`src/rtl/flash_sr_probe.sv`:
```
// rtl/flash_sr_probe.sv - wakes the config flash and reads SR1/SR2 over SPI mode 0
// Reports whether the masked {SR2,SR1} already equals the lock pattern.
module flash_sr_probe #(
  parameter logic [15:0] EXPECT_DATA = 16'h0000,
  parameter logic [15:0] EXPECT_MASK = 16'hFFFF,
  parameter bit          WAKEUP      = 1'b1,
  parameter int          WAKE_CYC    = 40,
  parameter int          CS_GAP      = 2
) (
  input  logic        clk,
  input  logic        rst,
  input  logic        go,
  output logic        busy,
  output logic        rdy,
  output logic [15:0] sr_val,
  output logic        match,
  output logic        spi_mosi,
  input  logic        spi_miso,
  output logic        spi_clk,
  output logic        spi_cs_n
);

  localparam logic [7:0] CMD_WAKE  = 8'hAB;
  localparam logic [7:0] CMD_SR1   = 8'h05;
  localparam logic [7:0] CMD_SR2   = 8'h35;
  localparam logic [7:0] WAKE_LOAD = 8'(WAKE_CYC - 1);
  localparam logic [7:0] GAP_LOAD  = 8'(CS_GAP - 1);

  typedef enum logic [2:0] {IDLE, WAKE, WAKE_WAIT, RD1, GAP, RD2, DONE} state_t;

  state_t      state;
  logic [4:0]  phase;
  logic [7:0]  dly;
  logic [15:0] stage;
  logic [4:0]  phase_nx;
  logic        sample;
  logic [7:0]  cmd;
  logic [15:0] sr_nx;

  // phase[0] is the SPI clock level, phase[3:1] the bit index, phase[4] marks the data byte
  function automatic logic cmd_bit(input logic [7:0] c, input logic [4:0] p);
    return p[4] ? 1'b0 : c[~p[3:1]];
  endfunction

  assign phase_nx = phase + 5'd1;
  assign sample   = phase[4] & phase[0];
  assign sr_nx    = {stage[14:8], spi_miso, stage[7:0]};

  always_comb begin
    cmd = 8'h00;
    case (state)
      WAKE:    cmd = CMD_WAKE;
      RD1:     cmd = CMD_SR1;
      RD2:     cmd = CMD_SR2;
      default: cmd = 8'h00;
    endcase
  end

  always_ff @(posedge clk or posedge rst) begin
    if (rst) begin
      state    <= IDLE;
      phase    <= 5'd0;
      dly      <= 8'd0;
      stage    <= 16'h0000;
      busy     <= 1'b0;
      rdy      <= 1'b0;
      sr_val   <= 16'h0000;
      match    <= 1'b0;
      spi_cs_n <= 1'b1;
      spi_clk  <= 1'b0;
      spi_mosi <= 1'b0;
    end else begin
      rdy <= 1'b0;
      case (state)
        IDLE: begin
          if (go) begin
            busy     <= 1'b1;
            spi_cs_n <= 1'b0;
            spi_clk  <= 1'b0;
            phase    <= 5'd0;
            if (WAKEUP) begin
              state    <= WAKE;
              spi_mosi <= CMD_WAKE[7];
            end else begin
              state    <= RD1;
              spi_mosi <= CMD_SR1[7];
            end
          end
        end
        WAKE: begin
          if (phase == 5'd15) begin
            state    <= WAKE_WAIT;
            spi_cs_n <= 1'b1;
            spi_clk  <= 1'b0;
            spi_mosi <= 1'b0;
            dly      <= WAKE_LOAD;
          end else begin
            phase    <= phase_nx;
            spi_clk  <= phase_nx[0];
            spi_mosi <= cmd_bit(cmd, phase_nx);
          end
        end
        WAKE_WAIT: begin
          if (dly == 8'd0) begin
            state    <= RD1;
            spi_cs_n <= 1'b0;
            phase    <= 5'd0;
            spi_mosi <= CMD_SR1[7];
          end else begin
            dly <= dly - 8'd1;
          end
        end
        RD1: begin
          if (sample) stage[7:0] <= {stage[6:0], spi_miso};
          if (phase == 5'd31) begin
            state    <= GAP;
            spi_cs_n <= 1'b1;
            spi_clk  <= 1'b0;
            spi_mosi <= 1'b0;
            dly      <= GAP_LOAD;
          end else begin
            phase    <= phase_nx;
            spi_clk  <= phase_nx[0];
            spi_mosi <= cmd_bit(cmd, phase_nx);
          end
        end
        GAP: begin
          if (dly == 8'd0) begin
            state    <= RD2;
            spi_cs_n <= 1'b0;
            phase    <= 5'd0;
            spi_mosi <= CMD_SR2[7];
          end else begin
            dly <= dly - 8'd1;
          end
        end
        RD2: begin
          if (sample) stage[15:8] <= {stage[14:8], spi_miso};
          if (phase == 5'd31) begin
            // results publish together with rdy, one cycle with CS_N already high
            state    <= DONE;
            spi_cs_n <= 1'b1;
            spi_clk  <= 1'b0;
            spi_mosi <= 1'b0;
            busy     <= 1'b0;
            rdy      <= 1'b1;
            sr_val   <= sr_nx;
            match    <= ((sr_nx ^ EXPECT_DATA) & EXPECT_MASK) == 16'h0000;
          end else begin
            phase    <= phase_nx;
            spi_clk  <= phase_nx[0];
            spi_mosi <= cmd_bit(cmd, phase_nx);
          end
        end
        DONE:    state <= IDLE;
        default: state <= IDLE;
      endcase
    end
  end

endmodule

```
`config.mk`:
```
export PLATFORM = sky130hd
export DESIGN_NAME = flash_sr_probe
export DESIGN_NICKNAME = d
export VERILOG_FILES = /design/src/rtl/flash_sr_probe.sv
export SDC_FILE = /design/constraint.sdc
export NUM_CORES = 1
export LEC_CHECK = 0
export BUFFER_PORTS_ARGS = -buffer_cell sky130_fd_sc_hd__buf_4
export CORE_MARGIN = 1.5
export CORE_UTILIZATION = 50
export CTS_CLUSTER_SIZE = 28
export DETAILED_ROUTE_END_ITERATION = 10
export PLACE_DENSITY = 0.67
export SLEW_MARGIN = 10
export SYNTH_ARGS = -nofsm -noshare
export SYNTH_HDL_FRONTEND = slang
export SYNTH_SLANG_ARGS = --single-unit
```
`constraint.sdc`:
```
create_clock -name clk -period 2.5 [get_ports clk]
set_input_delay 0.125 -clock clk [delete_from_list [all_inputs] [get_ports clk]]
set_output_delay 0.125 -clock clk [all_outputs]
set_load 0.03 [all_outputs]
```
# After elaboration in Yosys (flattened, before gate mapping)
# Index checks and enable logic that the tools add are counted.
# W data, S select, Z words.
[totals]
out_inout_bits = 22
inputBits = 4
elab_cells = 90
reg_bits = 53
[op_classes]
n_eq_ne = 18
bitwise_logic = 2
reduce_logical = 19
n_addsub = 2
n_mux = 36
n_lt_le_gt_ge = 1
[op_table]
columns = ["op", "n"]
rows = [
  ["$pmux W8 S3", 2],
  ["$mux W8", 3],
  ["$mux W5", 4],
  ["$pmux W5 S4", 1],
  ["$mux W3", 6],
  ["$ne A2 B2 Y1 const B", 9],
  ["$pmux W3 S6", 1],
  ["$logic_not A16 Y1", 1],
  ["$mux W1", 14],
  ["$reduce_and A5 Y1", 2],
  ["$logic_not A8 Y1", 1],
  ["$pmux W1 S4", 2],
  ["$reduce_and A2 Y1", 4],
  ["$sub A8 B1 Y8 const B", 1],
  ["$eq A3 B2 Y1 const B", 2],
  ["$eq A3 B3 Y1 const B", 2],
  ["$reduce_and A3 Y1", 2],
  ["$reduce_and A6 Y1", 1],
  ["$reduce_bool A3 Y1", 2],
  ["$add A5 B1 Y5 const B", 1],
  ["$eq A5 B4 Y1 const B", 1],
  ["$eq A5 B5 Y1 const B", 1],
  ["$lt A3 B4 Y1 const B", 1],
  ["$ne A2 B1 Y1 const B", 2],
  ["other kinds (11)", 12],
]

# Longest topological paths before layout
# Gate-level depths: netlist (run 1).
[logic_depth]
ltp_word = 7
ltp_mapped = 9
mapped_depth_nobuf = 8

# Worst setup path after synthesis (run 1)
# OpenSTA, ideal clock, no wires.
[synth_path]
path_type = "reg2reg"
start = "register phase[0]"
end = "register dly[2]"
stages_incl_launch_ff = 9
setup_time_ps = 121
required_time_ps = 2379
setup_slack_ps = 380
period_less_slack_ps = 2120
arrival_ps = 1999
path_cell_list = "dfrtp_1 ha_1 and3_1 ha_1 mux2i_1 nor3_2 or2_1 buf_4 a22o_1"
[synth_between]
elab_chain_len = 3
word_cells_on_any_way = 5
[synth_rtl]
columns = ["element", "line_no", "rtl"]
rows = [
  ["from (decl)", "32", "logic [4:0] phase;"],
  ["from (signal assigned)", "98", "phase <= phase_nx;"],
  ["from (signal assigned)", "122", "phase <= phase_nx;"],
  ["from (signal assigned)", "150", "phase <= phase_nx;"],
  ["$eq A5 B5 Y1 / $eq A5 B4 Y1 (equally long branches)", "115, 91", ""],
  ["$ne A2 B2 Y1 (no source line)", "-", ""],
  ["$reduce_and A4 Y1 (no source line) *", "-", ""],
  ["to (signal assigned)", "110", "dly <= dly - 8'd1;"],
  ["to (signal assigned)", "134", "dly <= dly - 8'd1;"],
  ["to (decl)", "33", "logic [7:0] dly;"],
]
# Mark *: on every way between the ends. The rest lies on a longest branch, timed or not.
# A chain may end at the register's enable or synchronous reset.

# Final worst setup path (run 1)
[layout_path]
start = "register phase[0]"
end = "register dly[7]"
# The elaborated chain is that of the path after synthesis.

==> results of run 1 <==
==> state kept, by name, summed over array words and instances (netlist names) <==
signal / flops
sr_val: 16
stage: 15
dly: 8
phase: 5
state: 3
busy: 1
match: 1
rdy: 1
spi_clk: 1
spi_cs_n: 1
spi_mosi: 1
==> cells in the mapped netlist (all sizes together) (2+ instances only) <==
cell type,number,share of area (%)
a211oi,3,1.1
a21oi,7,1.4
a22o,4,1.4
a31o,2,0.68
and4,2,0.68
buf,9,2.4
clkbuf,4,0.58
dfrtp,52,50
ha,5,2.4
inv,11,1.6
mux2,32,14
mux2i,4,1.6
nand2,6,1.2
nand2b,2,0.78
nand3,10,1.9
nor2,8,1.2
nor2b,4,1.1
nor3,5,1.2
nor4,5,1.8
o211ai,3,0.87
o21ai,14,2.7
o311ai,2,0.68
or2,2,0.48
xor2,8,2.7
==> how the worst max path moves through the flow <==
stage	from	endpoint	slack, ps	cells after the start
after floorplan	phase[0]	dly[2]	380	8
after global placement	phase[0]	spi_mosi	340	8
after detailed placement	phase[0]	spi_mosi	280	8
after CTS	phase[0]	dly[7]	210	9
after global routing	phase[0]	spi_mosi	20	8
final	phase[0]	dly[7]	240	9
==> kinds of logic after synthesis <==
kind of cell	count (synthesis)	synth area share, %
compound gates	43	11.6
xor+xnor	9	3.05
fa+ha+maj	5	2.42
buf+inv	24	4.60
flops	53	51.4
mux	36	15.5
simple gates	48	11.3
==> worst register-to-register path: cells and delay by family (launching register included) <==
| family | cells | cell delay, ps |
|---|---|---|
| xor+xnor | 1 | 190 |
| buf+inv | 1 | 180 |
| flops | 1 | 460 |
| fa+ha+maj | 2 | 540 |
| compound gates | 1 | 220 |
| mux | 1 | 240 |
| simple gates | 3 | 320 |
==> area by class of cell <==
class | count | area share, %
multi-input combinational | 141 | 38.9
sequential | 53 | 45.3
tap | 67 | 2.86
clock buffer | 6 | 2.48
clock inverter | 2 | 1.32
inverter | 11 | 1.41
timing repair buffer | 30 | 7.69
==> power by group <==
group,total [mW],switching [mW],internal (mW)
registers,0.858,0.000543,0.857
clock network,0.582,0.281,0.301
logic,0.0287,0.0212,0.00757
==> per-layer routing <==
layer / vias to the layer above / global-route usage (%) / wire length [µm]
met3: 7 / 4.28 / 184
met1: 846 / 26.8 / 2370
met5: - / 0 / 0
met4: 0 / 5.25 / 49
li1: 828 / - / -
met2: 37 / 26.5 / 2060
==> metrics by stage <==
step	hold slack (ps)	util (%)	cell area [µm²]	cells
2_1_floorplan	260	-	2580	218
3_3_place_gp	336	58.0	2810	302
3_5_place_dp	342	58.0	2810	302
4_1_cts	4.56	60.3	2920	310
5_1_grt	61.0	60.4	2930	310
6_report	-28.8	60.4	2930	310
==> impl_metrics.csv, run 1 <==
group,metric,value,unit
status,status,"finished with violations",
status,violations,"negative hold slack",
floorplan,dieHeight,74.9,µm
place,port_buffers,25,
timing,whs,-28.8,ps
pwr,leakage,1.43,nW
timing,final_hold_viol_count,36,
timing,min_period_over_period,90.2,%
routing,vias,1718,
critical_path,required,2700,ps
critical_path,r2r_start,"phase[0]",
clocking,cts_tree,"done",
clocking,clock_sinks,53,
final_layout,diodes,0,
logic_synthesis,synth_edf_count,0,
logic_synthesis,synth_seq_cells,53,
critical_path,critPathArrivalTime,2450,ps
min_path,min_path_type,"input pin to async pin",
place,gp_congestion,0.797,
clocking,clock_latency,300,ps
place,dp_slack,279,ps
pwr,powerDensity,502,nW/µm²
final_layout,multi_input_comb_area,1140,µm²
critical_path,path_class,"flip-flop to flip-flop",
routing,wl_per_cell,15.1,µm
floorplan,start_util,53.2,%
routing,wl,4670,µm
global_route,grt_pass1_vias,1524,
critical_path,cp_top_family,"adder cells",
clocking,cts_setup_buffers,0,
pwr,power.total,1.47,mW
place,dp_hpwl,3170,µm
critical_path,cp_max_fo,8,
critical_path,slowest_delay,460,ps
global_route,grt_pass1_wl,7530,µm
final_layout,final_common_cell,"dfrtp_1",
floorplan,pin_count,26,
floorplan,die_w,74.9,µm
final_layout,mostFrequentLayoutCells,"dfrtp_1, buf_4, mux2_2",
critical_path,critPathMostFrequentCell,"ha_1",
critical_path,regToRegSetupSlack,240,ps
routing,drc,0,
clocking,path_clk_slew,100,ps
clocking,clockRootBuffer,"clkbuf_8",
timing,clock_skew,5.23,ps
global_route,grt_max_degree,40,
clocking,htreeDepth,2,
global_route,antenna_found_initial,0,
logic_synthesis,ys_warn_count,0,
routing,viasPerCell,5.54,
logic_synthesis,synth.avg_cell_area,11.8,µm²
final_layout,syn_to_final_growth,13.4,%
routing,drt_first_iter_violations,117,
timing,rsz0062_at_grt,"no",
logic_synthesis,synth_ff_type,"dfrtp_1",
pwr,vdd_drop_max,0.343,mV
timing,relSlewSlack,46.6,%
critical_path,slowest_stage,"dfrtp_1",
critical_path,path_cells,"ha_1 -> and3_1 -> ha_1 -> mux2i_2 -> nor3_2 -> buf_4 -> o211ai_1 -> xor2_1 -> nor2_1",
logic_synthesis,netlist_instances,218,
final_layout,drive_gt1_share,31.3,%
critical_path,critPathLaunchType,"flip-flop",
final_layout,seq_area,1330,µm²
timing,tightest_slew,800,ps
routing,final_antenna_net_count,0,
timing,tns,0,ps
timing,layout_setup_ws,244,ps
logic_synthesis,synthDistinctLibCells,49,
logic_synthesis,netlist_area,2580,µm²
final_layout,final_nets,251,
critical_path,worst-path-buf-inv,1,
timing,drv_slew,0,
routing,drt-pass1-iter-count,4,
critical_path,crit_path_end_kind,"flip-flop",
global_route,track_usage,18.1,%
global_route,gr-total-overflow,0,
timing,max_clock_freq,443,MHz
logic_synthesis,syn_nets,227,
critical_path,ff2ff_path_depth,9,
floorplan,coreArea,4850,µm²
logic_synthesis,synth-seq-area-share,51.4,%
clocking,cts_hold_buf,0,
clocking,clockBufferDepth,2,
timing,fin_crit,2260,ps
floorplan,rows,25,
clocking,cts_buffers,5,
flow_run,cap_violations,0,
timing,finalSetupViolCount,0,
floorplan,dieArea,5600,µm²
logic_synthesis,ys_async_sr_fraction,100,%
critical_path,r2r-end,"dly[7]",
final_layout,fillers,423,
clocking,cts_resized,0,
Power figures use the tool's default switching activity.
==> run 2: changes to the inputs <==
--- a/config.mk
+++ b/config.mk
@@ -7,10 +7,10 @@
 export LEC_CHECK = 0
 export BUFFER_PORTS_ARGS = -buffer_cell sky130_fd_sc_hd__buf_4
 export CORE_MARGIN = 1.5
-export CORE_UTILIZATION = 50
+export CORE_UTILIZATION = 53
 export CTS_CLUSTER_SIZE = 28
 export DETAILED_ROUTE_END_ITERATION = 10
-export PLACE_DENSITY = 0.67
+export PLACE_DENSITY = 0.71
 export SLEW_MARGIN = 10
 export SYNTH_ARGS = -nofsm -noshare
 export SYNTH_HDL_FRONTEND = slang
==> constraint.sdc (replaced) <==
create_clock -name clk -period 2.5 [get_ports clk]
set_input_delay 0.375 -clock clk [delete_from_list [all_inputs] [get_ports clk]]
set_output_delay 0.375 -clock clk [all_outputs]
set_load 0.03 [all_outputs]
==> impl_metrics.csv, run 2 (synthesis gave the netlist of run 1 again) <==
group,metric,value,unit
clocking,clock_latency,300,ps
floorplan,coreArea,4690,µm²
final_layout,syn_to_final_growth,12.0,%
clocking,cts_hold_buf,0,
final_layout,post-route-util,61.6,%
global_route,gr-total-overflow,0,
critical_path,path_class,"flip-flop to flip-flop",
timing,drv_slew,0,
final_layout,top_regs,"sr_val x16, stage x15, dly x8",
pwr,share_comb_of_total_power,2.1,%
pwr,vdd_drop_max,0.377,mV
routing,highest_layer,"met4",
routing,drc,0,
critical_path,critPathLaunchType,"flip-flop",
final_layout,drive_gt1_share,31.1,%
clocking,cts_buffers,5,
floorplan,pin_count,26,
floorplan,start_util,55.0,%
global_route,track_usage,19.1,%
clocking,htreeDepth,2,
place,gp_congestion,0.828,
timing,min_period_over_period,87.3,%
clocking,clock_sinks,53,
routing,drt-pass1-iter-count,5,
place,postPlaceCellArea,2800,µm²
final_layout,final_common_cell,"dfrtp_1",
routing,viasPerCell,5.64,
routing,vias,1680,
final_layout,final_nets,252,
global_route,grt_max_degree,29,
status,status,"finished clean",
final_layout,largest_reg_flops,16,
clocking,path_clk_slew,90,ps
pwr,power_frac_clock,34.7,%
floorplan,dieArea,5300,µm²
pwr,leakage,1.42,nW
critical_path,crit_path_end_kind,"flip-flop",
critical_path,slowest_delay,420,ps
timing,whs,125,ps
final_layout,diodes,0,
critical_path,critPathMostFrequentCell,"ha_1",
critical_path,slowest_stage,"dfrtp_1",
timing,clock_skew,6.88,ps
routing,wl_met1,2360,µm
global_route,grt_pass1_wl,7800,µm
routing,final_antenna_net_count,0,
place,port_buffers,25,
final_layout,layout.cells.non_filler,298,
critical_path,path_cells,"ha_1 -> and3_1 -> ha_1 -> mux2i_1 -> a22o_1 -> nand2_4 -> a211oi_1 -> o31a_1",
routing,routed-wl-met2,2050,µm
pwr,p_seq_share,63.2,%
critical_path,cp_top_family,"compound AO/OA/AOI/OAI gates",
final_layout,final_area,2890,µm²
global_route,antenna_found_initial,0,
pwr,powerDensity,469,nW/µm²
flow_run,cap_violations,0,
critical_path,required,2750,ps
timing,tns,0,ps
timing,relSlewSlack,59.1,%
min_path,min_path_type,"input pin to async pin",
pwr,p_switching,294,µW
clocking,clockRootBuffer,"clkbuf_8",
routing,wl_per_cell,15.5,µm
clocking,clockBufferDepth,2,
routing,wl,4610,µm
pwr,swShare,21.7,%
timing,final_hold_viol_count,0,
pwr,p_int,1.06,mW
global_route,grt_pass1_vias,1574,
final_layout,top_register,"sr_val",
timing,max_clock_freq,458,MHz
timing,tightest_slew,614,ps
clocking,cts_resized,0,
critical_path,critPathArrivalTime,2430,ps
floorplan,die_w,72.8,µm
floorplan,dieHeight,72.8,µm
timing,finalSetupViolCount,0,
timing,rsz0062_at_grt,"no",
place,dp_hpwl,3280,µm
critical_path,cp_max_fo,9,
routing,drt_first_iter_violations,130,
floorplan,rows,25,
place,dpl.cell_count,290,
critical_path,worst-path-buf-inv,0,
final_layout,mostFrequentLayoutCells,"dfrtp_1, buf_4, mux2_2",
clocking,cts_setup_buffers,0,
clocking,cts_tree,"done",
timing,fin_crit,2180,ps
routing,dr_wl_met3,136,µm
## run 2: changes by cell type in the layout (fill, tap and decap cells not counted), sizes merged
cell	before	now
clkinv	1	0
buf	30	31
bufinv	1	0
clkinvlp	0	2
## run 2: path summary, 6_finish.rpt
path	from	end	slack, ps	cells past startpoint
setup reg to reg	phase[1]	spi_mosi	320	8
min in group clk	spi_miso	stage[0]	330	2
hold / removal	rst	stage[1]	130	2
setup / recovery	phase[1]	spi_mosi	320	8
max in group asynchronous	rst	spi_cs_n	1680	3
hold reg to reg	match	match	500	2
## run 2: routing by layer
layer	up-vias	track usage (%)
met3	4	3.73
met1	817	28.9
met5	-	0
li1	827	-
met2	32	27.8
met4	0	5.66
## run 2: power by group through the flow
stage / combinational [mW] / sequential [mW] / clock [mW]
after floorplan: 0.0143 / 0.876 / 0
after global placement: 0.0296 / 0.875 / 0
after detailed placement: 0.0294 / 0.875 / 0
after CTS: 0.0295 / 0.858 / 0.483
after global routing: 0.0329 / 0.858 / 0.517
final: 0.0281 / 0.858 / 0.471
## run 2: cell type report
class                      count  area, µm²
fill                         378       1800
inverter                      11       41.3
timing repair buffer          31        233
clock inverter                 2       15.0
clock buffer                   6       72.6
sequential                    53       1330
multi-input combinational    141       1130
tap                           54       67.6
## run 2: metrics by stage
stage | worst slack, ps | power, mW
final | 316 | 1.36
after global routing | 49.5 | 1.41
after CTS | 311 | 1.37
after detailed placement | 341 | 0.904
after global placement | 422 | 0.904
after floorplan | 380 | 0.891
